$ cat config.mk
export PLATFORM = sky130hd
export DESIGN_NAME = axis_lane_reverse
export DESIGN_NICKNAME = d
export VERILOG_FILES = /design/src/rtl/axis_lane_reverse.sv
export SDC_FILE = /design/constraint.sdc
export NUM_CORES = 1
export LEC_CHECK = 0
export ABC_AREA = 1
export BUFFER_PORTS_ARGS = -buffer_cell sky130_fd_sc_hd__buf_2
export CELL_PAD_IN_SITES_DETAIL_PLACEMENT = 1
export CELL_PAD_IN_SITES_GLOBAL_PLACEMENT = 2
export CORE_ASPECT_RATIO = 2
export CORE_MARGIN = 1
export CORE_UTILIZATION = 30
export DETAILED_ROUTE_END_ITERATION = 10
export PLACE_DENSITY_LB_ADDON = 0.25
export RECOVER_POWER = 25
export REMOVE_ABC_BUFFERS = 1
export SLEW_MARGIN = 10
export SYNTH_ARGS = -nofsm -noshare
export SYNTH_HDL_FRONTEND = slang
export SYNTH_SLANG_ARGS = --single-unit
$ cat constraint.sdc
create_clock -name clk -period 5 [get_ports clk]
set_input_delay 1 -clock clk [delete_from_list [all_inputs] [get_ports clk]]
set_output_delay 1 -clock clk [all_outputs]
set_load 0.005 [all_outputs]
$ cat src/rtl/axis_lane_reverse.sv
`timescale 1ns/1ps
`default_nettype none
// +--------------------------------------------------------------------------+
// | axis_lane_reverse: registered AXI-Stream reorder stage (pass, lane/bit   |
// | reversal) with per-packet mode latch. Option: AXIS_LANE_REVERSE_ALIGN_EN |
// | Revision: 1.0                                                            |
// +--------------------------------------------------------------------------+
module axis_lane_reverse #(
   parameter int LANES  = 32,
   parameter int LANE_W = 8
) (
   input  logic                     clk,
   input  logic                     rst_n,
   input  logic [1:0]               mode,
   input  logic [LANES*LANE_W-1:0]  s_axis_tdata,
   input  logic [LANES-1:0]         s_axis_tkeep,
   input  logic                     s_axis_tlast,
   input  logic                     s_axis_tvalid,
   output logic                     s_axis_tready,
   output logic [LANES*LANE_W-1:0]  m_axis_tdata,
   output logic [LANES-1:0]         m_axis_tkeep,
   output logic                     m_axis_tlast,
   output logic                     m_axis_tvalid,
   input  logic                     m_axis_tready,
   output logic [31:0]              pkt_count
);

   localparam int DATA_W = LANES * LANE_W;

   localparam logic [1:0] c_mode_pass     = 2'd0;
   localparam logic [1:0] c_mode_lane_rev = 2'd1;
   localparam logic [1:0] c_mode_bit_rev  = 2'd2;
   localparam logic [1:0] c_mode_full_rev = 2'd3;

   logic              r_first;
   logic [1:0]        r_mode;
   logic [1:0]        w_mode;

   logic [DATA_W-1:0] w_lane_rev;
   logic [DATA_W-1:0] w_bit_rev;
   logic [DATA_W-1:0] w_full_rev;
   logic [LANES-1:0]  w_keep_rev;
   logic [DATA_W-1:0] w_data;
   logic [LANES-1:0]  w_keep;

   logic [DATA_W-1:0] r_m_tdata;
   logic [LANES-1:0]  r_m_tkeep;
   logic              r_m_tlast;
   logic              r_m_tvalid;
   logic [DATA_W-1:0] r_skid_data;
   logic [LANES-1:0]  r_skid_keep;
   logic              r_skid_last;
   logic              r_skid_valid;
   logic [31:0]       r_pkt_count;

   logic              w_in_xfer;
   logic              w_out_xfer;

   // The first beat of a packet uses the live mode; later beats use the latch.
   assign w_mode     = r_first ? mode : r_mode;
   assign w_in_xfer  = s_axis_tvalid & ~r_skid_valid;
   assign w_out_xfer = r_m_tvalid & m_axis_tready;

   for (genvar i = 0; i < LANES; i++) begin : g_lane
      assign w_lane_rev[i*LANE_W +: LANE_W] = s_axis_tdata[(LANES-1-i)*LANE_W +: LANE_W];
      assign w_keep_rev[i]                  = s_axis_tkeep[LANES-1-i];
      for (genvar j = 0; j < LANE_W; j++) begin : g_bit
         assign w_bit_rev[i*LANE_W + j] = s_axis_tdata[i*LANE_W + LANE_W-1-j];
      end
   end

   for (genvar k = 0; k < DATA_W; k++) begin : g_full
      assign w_full_rev[k] = s_axis_tdata[DATA_W-1-k];
   end

`ifdef AXIS_LANE_REVERSE_ALIGN_EN
   localparam int CNT_W = $clog2(LANES + 1);

   logic [DATA_W-1:0] w_rev_data;
   logic [LANES-1:0]  w_rev_keep;
   logic [CNT_W-1:0]  w_ones;
   int                w_shift;

   always_comb begin
      w_ones = '0;
      for (int i = 0; i < LANES; i++) begin
         w_ones = w_ones + CNT_W'(s_axis_tkeep[i]);
      end
   end

   always_comb begin
      w_rev_data = s_axis_tdata;
      w_rev_keep = s_axis_tkeep;
      w_shift    = 0;
      case (w_mode)
         c_mode_lane_rev: begin w_rev_data = w_lane_rev; w_rev_keep = w_keep_rev; end
         c_mode_bit_rev:  begin w_rev_data = w_bit_rev;  w_rev_keep = s_axis_tkeep; end
         c_mode_full_rev: begin w_rev_data = w_full_rev; w_rev_keep = w_keep_rev; end
         default:         begin w_rev_data = s_axis_tdata; w_rev_keep = s_axis_tkeep; end
      endcase
      // Partial reversed beats: valid lanes sit at the top, pull them back to lane 0.
      if ((w_mode == c_mode_lane_rev || w_mode == c_mode_full_rev) && (s_axis_tkeep != '1)) begin
         w_shift = LANES - int'(w_ones);
         w_data  = w_rev_data >> (w_shift * LANE_W);
         w_keep  = w_rev_keep >> w_shift;
      end else begin
         w_data  = w_rev_data;
         w_keep  = w_rev_keep;
      end
   end
`else
   always_comb begin
      w_data = s_axis_tdata;
      w_keep = s_axis_tkeep;
      case (w_mode)
         c_mode_pass:     begin w_data = s_axis_tdata; w_keep = s_axis_tkeep; end
         c_mode_lane_rev: begin w_data = w_lane_rev;   w_keep = w_keep_rev;   end
         c_mode_bit_rev:  begin w_data = w_bit_rev;    w_keep = s_axis_tkeep; end
         default:         begin w_data = w_full_rev;   w_keep = w_keep_rev;   end
      endcase
   end
`endif

   always_ff @(posedge clk or negedge rst_n) begin
      if (!rst_n) begin
         r_first      <= 1'b1;
         r_mode       <= 2'd0;
         r_m_tdata    <= '0;
         r_m_tkeep    <= '0;
         r_m_tlast    <= 1'b0;
         r_m_tvalid   <= 1'b0;
         r_skid_data  <= '0;
         r_skid_keep  <= '0;
         r_skid_last  <= 1'b0;
         r_skid_valid <= 1'b0;
         r_pkt_count  <= '0;
      end else begin
         if (w_in_xfer) begin
            r_first <= s_axis_tlast;
            if (r_first) begin
               r_mode <= mode;
            end
         end

         if (!r_m_tvalid || m_axis_tready) begin
            // Skid is drained before any new input is accepted (tready is low then).
            if (r_skid_valid) begin
               r_m_tdata    <= r_skid_data;
               r_m_tkeep    <= r_skid_keep;
               r_m_tlast    <= r_skid_last;
               r_m_tvalid   <= 1'b1;
               r_skid_valid <= 1'b0;
            end else if (w_in_xfer) begin
               r_m_tdata    <= w_data;
               r_m_tkeep    <= w_keep;
               r_m_tlast    <= s_axis_tlast;
               r_m_tvalid   <= 1'b1;
            end else begin
               r_m_tvalid   <= 1'b0;
            end
         end else if (w_in_xfer) begin
            r_skid_data  <= w_data;
            r_skid_keep  <= w_keep;
            r_skid_last  <= s_axis_tlast;
            r_skid_valid <= 1'b1;
         end

         if (w_out_xfer && r_m_tlast) begin
            r_pkt_count <= r_pkt_count + 32'd1;
         end
      end
   end

   assign s_axis_tready = ~r_skid_valid;
   assign m_axis_tdata  = r_m_tdata;
   assign m_axis_tkeep  = r_m_tkeep;
   assign m_axis_tlast  = r_m_tlast;
   assign m_axis_tvalid = r_m_tvalid;
   assign pkt_count     = r_pkt_count;

endmodule
`default_nettype wire

# Word-level counts from Yosys, hierarchy flattened
# Cells that the tools add are included.
[classes]
addsub = 1
n_eq_ne = 2
muxes = 13
bitwise_logic = 4
reduce_logical = 9
[ops]
columns = ["operator", "count"]
rows = [
  ["$pmux 256 s3", 1],
  ["$mux 256", 2],
  ["$mux 32", 3],
  ["$add 32x1->32 const B", 1],
  ["$mux 1", 6],
  ["$reduce_and 2->1", 2],
  ["$reduce_bool 2->1", 2],
  ["$and 1x1->1", 2],
  ["$eq 2x1->1 const B", 1],
  ["$eq 2x2->1 const B", 1],
  ["$logic_not 2->1", 1],
  ["$mux 2", 1],
  ["$not 1->1", 2],
  ["$reduce_or 2->1", 1],
  ["$logic_and 1x1->1", 1],
  ["$logic_not 1->1", 1],
  ["$logic_or 1x1->1", 1],
]
[totals]
reg_bits = 615
inputBits = 295
output_inout_bits = 323
word_cells = 40

# Logic depth before layout (Yosys ltp)
[logic_depth]
depth_word = 6
mapped_depth = 12
mapped_depth_nobuf = 10

# Worst setup path before layout
# Ideal clock, no wire load.
[synth_timing]
path_type = "input port to flip-flop"
start = "input port m_axis_tready"
end = "register r_m_tdata[230], in the netlist m_axis_tdata[230]"
setup_time_ns = 0.066
arrival_ns = 2.107
required_time_ns = 4.934
setup_slack_ns = 2.827
path_stages = 8
path_buffers = 2
cell_sequence = "inv_1 > nand2_1 > inv_1 > nor2_1 > clkbuf_1 > clkbuf_1 > nand3_1 > nand2_1"
[synth_via]
elab_chain_cells = 2
[synth_rtl]
columns = ["element", "line_no", "text"]
rows = [
  ["start: declaration", "24", "input logic m_axis_tready,"],
  ["$logic_or 1x1->1", "145", "if (!r_m_tvalid || m_axis_tready) begin"],
  ["$reduce_and 2->1 (no line)", "-", ""],
  ["end signal: assignment", "148", "r_m_tdata <= r_skid_data;"],
  ["end signal: assignment", "154", "r_m_tdata <= w_data;"],
  ["end: declaration", "46", "logic [DATA_W-1:0] r_m_tdata;"],
]
# Every way passes these cells.
# A chain may end at the register's enable or synchronous reset.

==> run_summary.xml <==
<?xml version="1.0" encoding="UTF-8"?>
<metrics>
  <group name="sta">
    <metric name="tightest_slew" unit="ps">2334</metric>
    <metric name="finalCriticalPeriod" unit="ps">3350</metric>
    <metric name="period_share" unit="">0.6701</metric>
    <metric name="fmax" unit="MHz">298.5</metric>
    <metric name="skew" unit="ps">28.44</metric>
    <metric name="postLayoutSetupSlackWorst" unit="ps">1650</metric>
    <metric name="rsz0062_at_grt" unit="">no</metric>
    <metric name="final.setup.tns" unit="ps">0</metric>
    <metric name="hold_violations" unit="">0</metric>
    <metric name="timing.final.max_slew_violations" unit="">64</metric>
    <metric name="max-slew-margin-rel" unit="">-0.5558</metric>
    <metric name="setup_viol" unit="">0</metric>
  </group>
  <group name="detailed_routing">
    <metric name="routed_wire_length_per_instance" unit="um">21.05</metric>
    <metric name="vias_per_cell" unit="">5.099</metric>
    <metric name="detail_route.first_pass.iterations" unit="">5</metric>
    <metric name="routed_wirelength" unit="um">145900</metric>
    <metric name="drcViolationCount" unit="">0</metric>
    <metric name="detailroute.via_count" unit="">35330</metric>
    <metric name="drt_iter0_markers" unit="">1510</metric>
    <metric name="postRouteAntennaNets" unit="">0</metric>
  </group>
  <group name="place">
    <metric name="dp_slack" unit="ps">1357</metric>
    <metric name="globalplace.congestion" unit="">0.8546</metric>
    <metric name="numPortBuffers" unit="">617</metric>
    <metric name="placed_cells" unit="">6788</metric>
    <metric name="estimated_wirelength_of_the_detail_placed_design" unit="um">91470</metric>
  </group>
  <group name="final_layout">
    <metric name="layout-drive-gt1-share" unit="">0.1615</metric>
    <metric name="finalNonFillerCells" unit="">6928</metric>
    <metric name="finish.utilization" unit="">0.3617</metric>
    <metric name="syn_to_final_growth" unit="%">19.19</metric>
    <metric name="nets" unit="">5658</metric>
  </group>
  <group name="worst_setup_path">
    <metric name="worstSetupPathDepth" unit="">2</metric>
    <metric name="worst_path_most_repeated_cell" unit="">sky130_fd_sc_hd__clkbuf_2</metric>
    <metric name="reg2regPathDepth" unit="">10</metric>
    <metric name="timing.critical_path.fanout_max" unit="">68</metric>
    <metric name="critical_path.slowest_cell" unit="">sky130_fd_sc_hd__clkbuf_2</metric>
    <metric name="critical_path_required" unit="ps">5550</metric>
    <metric name="critPathBufInv" unit="">2</metric>
    <metric name="worst-r2r-setup-slack" unit="ps">1970</metric>
    <metric name="crit_start" unit="">rst_n</metric>
    <metric name="cp_cell_sequence" unit="">clkbuf_2 &gt; clkbuf_2</metric>
    <metric name="timing_worst_setup_path_type" unit="">in -&gt; async</metric>
    <metric name="reg2reg_from" unit="">r_first</metric>
    <metric name="timing.critical_path.arrival" unit="ps">3900</metric>
    <metric name="timing.critical_path.slowest_cell_delay" unit="ps">1560</metric>
    <metric name="worstSetupStartpointType" unit="">input pin</metric>
    <metric name="critPathCapture" unit="">m_axis_tdata[238]</metric>
    <metric name="worst_r2r_endpoint" unit="">m_axis_tdata[135]</metric>
    <metric name="cp-end-kind" unit="">asynchronous set/reset pin</metric>
    <metric name="path_delay_family" unit="">buffers and inverters</metric>
  </group>
  <group name="power">
    <metric name="cellLeakagePower" unit="nW">20.57</metric>
    <metric name="combinational_share_of_power" unit="">0.341</metric>
    <metric name="peakVddDrop" unit="mV">0.2594</metric>
    <metric name="p_seq_frac" unit="">0.383</metric>
    <metric name="cell_internal_pwr" unit="mW">11.83</metric>
    <metric name="total_power" unit="mW">19.38</metric>
    <metric name="pwr_per_cell_area" unit="mW/mm^2">475.1</metric>
    <metric name="sw_share" unit="">0.3897</metric>
    <metric name="power_switching" unit="mW">7.554</metric>
    <metric name="clkPwrFrac" unit="">0.276</metric>
  </group>
  <group name="die">
    <metric name="die_h" unit="um">479.7</metric>
    <metric name="rows" unit="">174</metric>
    <metric name="floorplan.core_area" unit="mm^2">0.1128</metric>
    <metric name="dieArea" unit="mm^2">0.1155</metric>
    <metric name="chipWidth" unit="um">240.8</metric>
    <metric name="initial_core_utilization" unit="">0.3035</metric>
    <metric name="io_pins" unit="">618</metric>
  </group>
  <group name="clock_network">
    <metric name="tritoncts" unit="">done</metric>
    <metric name="clkTransAtPathRegs" unit="ps">60</metric>
    <metric name="clk-insertion-delay-late" unit="ps">660</metric>
    <metric name="sinks_on_the_clock_net" unit="">615</metric>
    <metric name="cts.htree.levels" unit="">3</metric>
    <metric name="postCtsSetupBuffers" unit="">0</metric>
    <metric name="cts-root-buf" unit="">sky130_fd_sc_hd__clkbuf_16</metric>
    <metric name="tritoncts.num_buffers" unit="">68</metric>
    <metric name="cts-resized-gates" unit="">0</metric>
    <metric name="cts_max_path_buffers" unit="">3</metric>
    <metric name="postCtsHoldBufs" unit="">0</metric>
  </group>
  <group name="logic_synthesis">
    <metric name="xor_xnor_portion_of_the_synthesized_cell_area" unit="">0.005118</metric>
    <metric name="synth_top_family_by_area" unit="">simple AND/OR/NAND/NOR gates</metric>
    <metric name="synth.most_common_cell" unit="">sky130_fd_sc_hd__nand2_1</metric>
    <metric name="yosys_most_used_dff" unit="">sky130_fd_sc_hd__dfrtp_1</metric>
    <metric name="synth_edf_count" unit="">0</metric>
    <metric name="synth_area_leaders" unit="">sky130_fd_sc_hd__dfrtp_1 45%, sky130_fd_sc_hd__nand2_1 18%, sky130_fd_sc_hd__nand3_1 9.1%, sky130_fd_sc_hd__nor2_1 8.2%, sky130_fd_sc_hd__a21oi_1 3.6%</metric>
    <metric name="synth-adder-area-share" unit="">0.0003656</metric>
    <metric name="yosys.area.top_type_share" unit="">0.4489</metric>
    <metric name="synth.lib_cells_used.distinct" unit="">31</metric>
    <metric name="most_area_hungry_cell_type_in_the_yosys_netlist" unit="">sky130_fd_sc_hd__dfrtp_1</metric>
    <metric name="asyncSetResetFlopFracSynth" unit="">1.000</metric>
    <metric name="syn-mean-instance-area" unit="um^2">6.910</metric>
    <metric name="mappedNetlistArea" unit="mm^2">0.03423</metric>
    <metric name="synth_common_cells" unit="">1644 x sky130_fd_sc_hd__nand2_1, 750 x sky130_fd_sc_hd__nor2_1, 623 x sky130_fd_sc_hd__nand3_1, 614 x sky130_fd_sc_hd__dfrtp_1, 249 x sky130_fd_sc_hd__a21oi_1</metric>
    <metric name="synth_cells" unit="">4953</metric>
    <metric name="synth_compound_area_frac" unit="">0.1010</metric>
    <metric name="synth_simple_gate_area_frac" unit="">0.3800</metric>
    <metric name="synth_seq_cells" unit="">615</metric>
    <metric name="ys_seq_area_frac" unit="">0.4497</metric>
    <metric name="synth_mux_area_frac" unit="">0</metric>
    <metric name="yosys_warnings" unit="">0</metric>
  </group>
  <group name="worst_hold_path">
    <metric name="min_path_type" unit="">reg -&gt; reg</metric>
  </group>
  <group name="global_routing">
    <metric name="grt_first_pass_wirelength" unit="um">224500</metric>
    <metric name="antenna_found_initial" unit="">60</metric>
    <metric name="first_global_vias" unit="">37180</metric>
    <metric name="gr-total-overflow" unit="">0</metric>
    <metric name="grt_start_max_net_pins" unit="">163</metric>
    <metric name="global_route_total_usage_across_every_layer" unit="">0.2530</metric>
  </group>
  <group name="run_status">
    <metric name="outcome" unit="">finished, violations left</metric>
    <metric name="violated_checks" unit="">max-capacitance violations, max-slew violations</metric>
  </group>
  <group name="job">
    <metric name="drv_cap" unit="">1</metric>
  </group>
</metrics>
-- final cells by class --
cell class | count | area, um^2
Antenna cell | 21 | 52.55
Inverter | 186 | 728.2
Clock inverter | 21 | 251.5
Tap cell | 1496 | 1872
Clock buffer | 98 | 2017
Timing Repair Buffer | 672 | 3746
Fill cell | 14420 | 71980
Sequential cell | 615 | 15390
Multi-Input combinational cell | 3819 | 16730
-- stage by stage --
| stage | hold WS (ps) | area, um^2 |
|---|---|---|
| 4_1_cts | 301.1 | 40800 |
| 3_5_place_dp | 459.6 | 38530 |
| 6_report | 475.8 | 40800 |
| 2_1_floorplan | 449.2 | 32740 |
| 3_3_place_gp | 456.5 | 38530 |
| 5_1_grt | 492.7 | 40770 |
-- layout by cell type, fill, tap and decap left out, drive strengths merged, types with 2 or more instances in the layout --
cell type,Yosys,layout
nand3b,8,8
a21oi,249,249
clkinv,0,14
clkinvlp,0,2
dfrtp,614,614
inv,186,187
o21ai,229,229
or2,115,115
xnor2,12,12
a31oi,132,132
nand2,1651,1651
buf,145,662
nand3,623,623
xor2,8,8
o21a,32,32
bufinv,0,4
nor2,753,753
nor3,2,2
diode,0,21
nand4,4,4
clkbuf,188,108
-- sequential cells by signal, summed over array words and instances, names as in the netlist --
name           cells
m_axis_tvalid      1
r_skid_last        1
m_axis_tlast       1
r_skid_data      256
m_axis_tkeep      32
r_skid_keep       32
r_first            1
r_mode             2
r_skid_valid       1
m_axis_tdata     256
pkt_count         32
-- worst reg2reg max path: stages (launching register included) --
cell and delay, ps:
sky130_fd_sc_hd__dfstp_2 590, sky130_fd_sc_hd__nand2_2 250, sky130_fd_sc_hd__nand2_8 360, sky130_fd_sc_hd__nand2_4 300, sky130_fd_sc_hd__inv_8 510, sky130_fd_sc_hd__buf_4 470
sky130_fd_sc_hd__nand2_1 90, sky130_fd_sc_hd__nand2_1 120, sky130_fd_sc_hd__nand2_1 70, sky130_fd_sc_hd__nand3_1 100, sky130_fd_sc_hd__nand2_1 60
-- power groups by stage --
stage                     combinational (mW)  sequential, mW  clock [mW]
after detailed placement                6.72            7.51           0
after global routing                    7.54            7.63        5.66
after global placement                  6.60            7.44           0
after floorplan                         3.80            7.40           0
final                                   6.61            7.43        5.34
after CTS                               6.73            7.44        5.53
-- how the worst min path moves through the flow --
stage | slack (ps) | cells after the start | end | start
after detailed placement | 460 | 2 | m_axis_tdata[47] | m_axis_tdata[47]
after global routing | 490 | 2 | m_axis_tdata[8] | m_axis_tdata[8]
final | 480 | 2 | m_axis_tdata[7] | m_axis_tdata[7]
after global placement | 460 | 2 | m_axis_tdata[7] | m_axis_tdata[7]
after CTS | 300 | 1 | r_skid_keep[13] | rst_n
after floorplan | 450 | 2 | r_skid_data[136] | r_skid_data[136]
-- cell families after synthesis --
| group | count (synthesis) |
|---|---|
| AND/OR/NAND/NOR | 3156 |
| buffers and inverters | 519 |
| flip-flops | 615 |
| AO/OA/AOI/OAI | 642 |
| adder cells (fa/ha/maj) | 1 |
| XOR/XNOR | 20 |
-- metal layers --
metal / track usage / share of wire / up-vias
li1: - / - / 16760
met1: 0.2991 / 0.41 / 17520
met2: 0.4404 / 0.49 / 736
met3: 0.07596 / 0.075 / 223
met4: 0.06590 / 0.019 / 82
met5: 0 / 0.0037 / -
No activity file was read; power rests on OpenSTA's default activity.
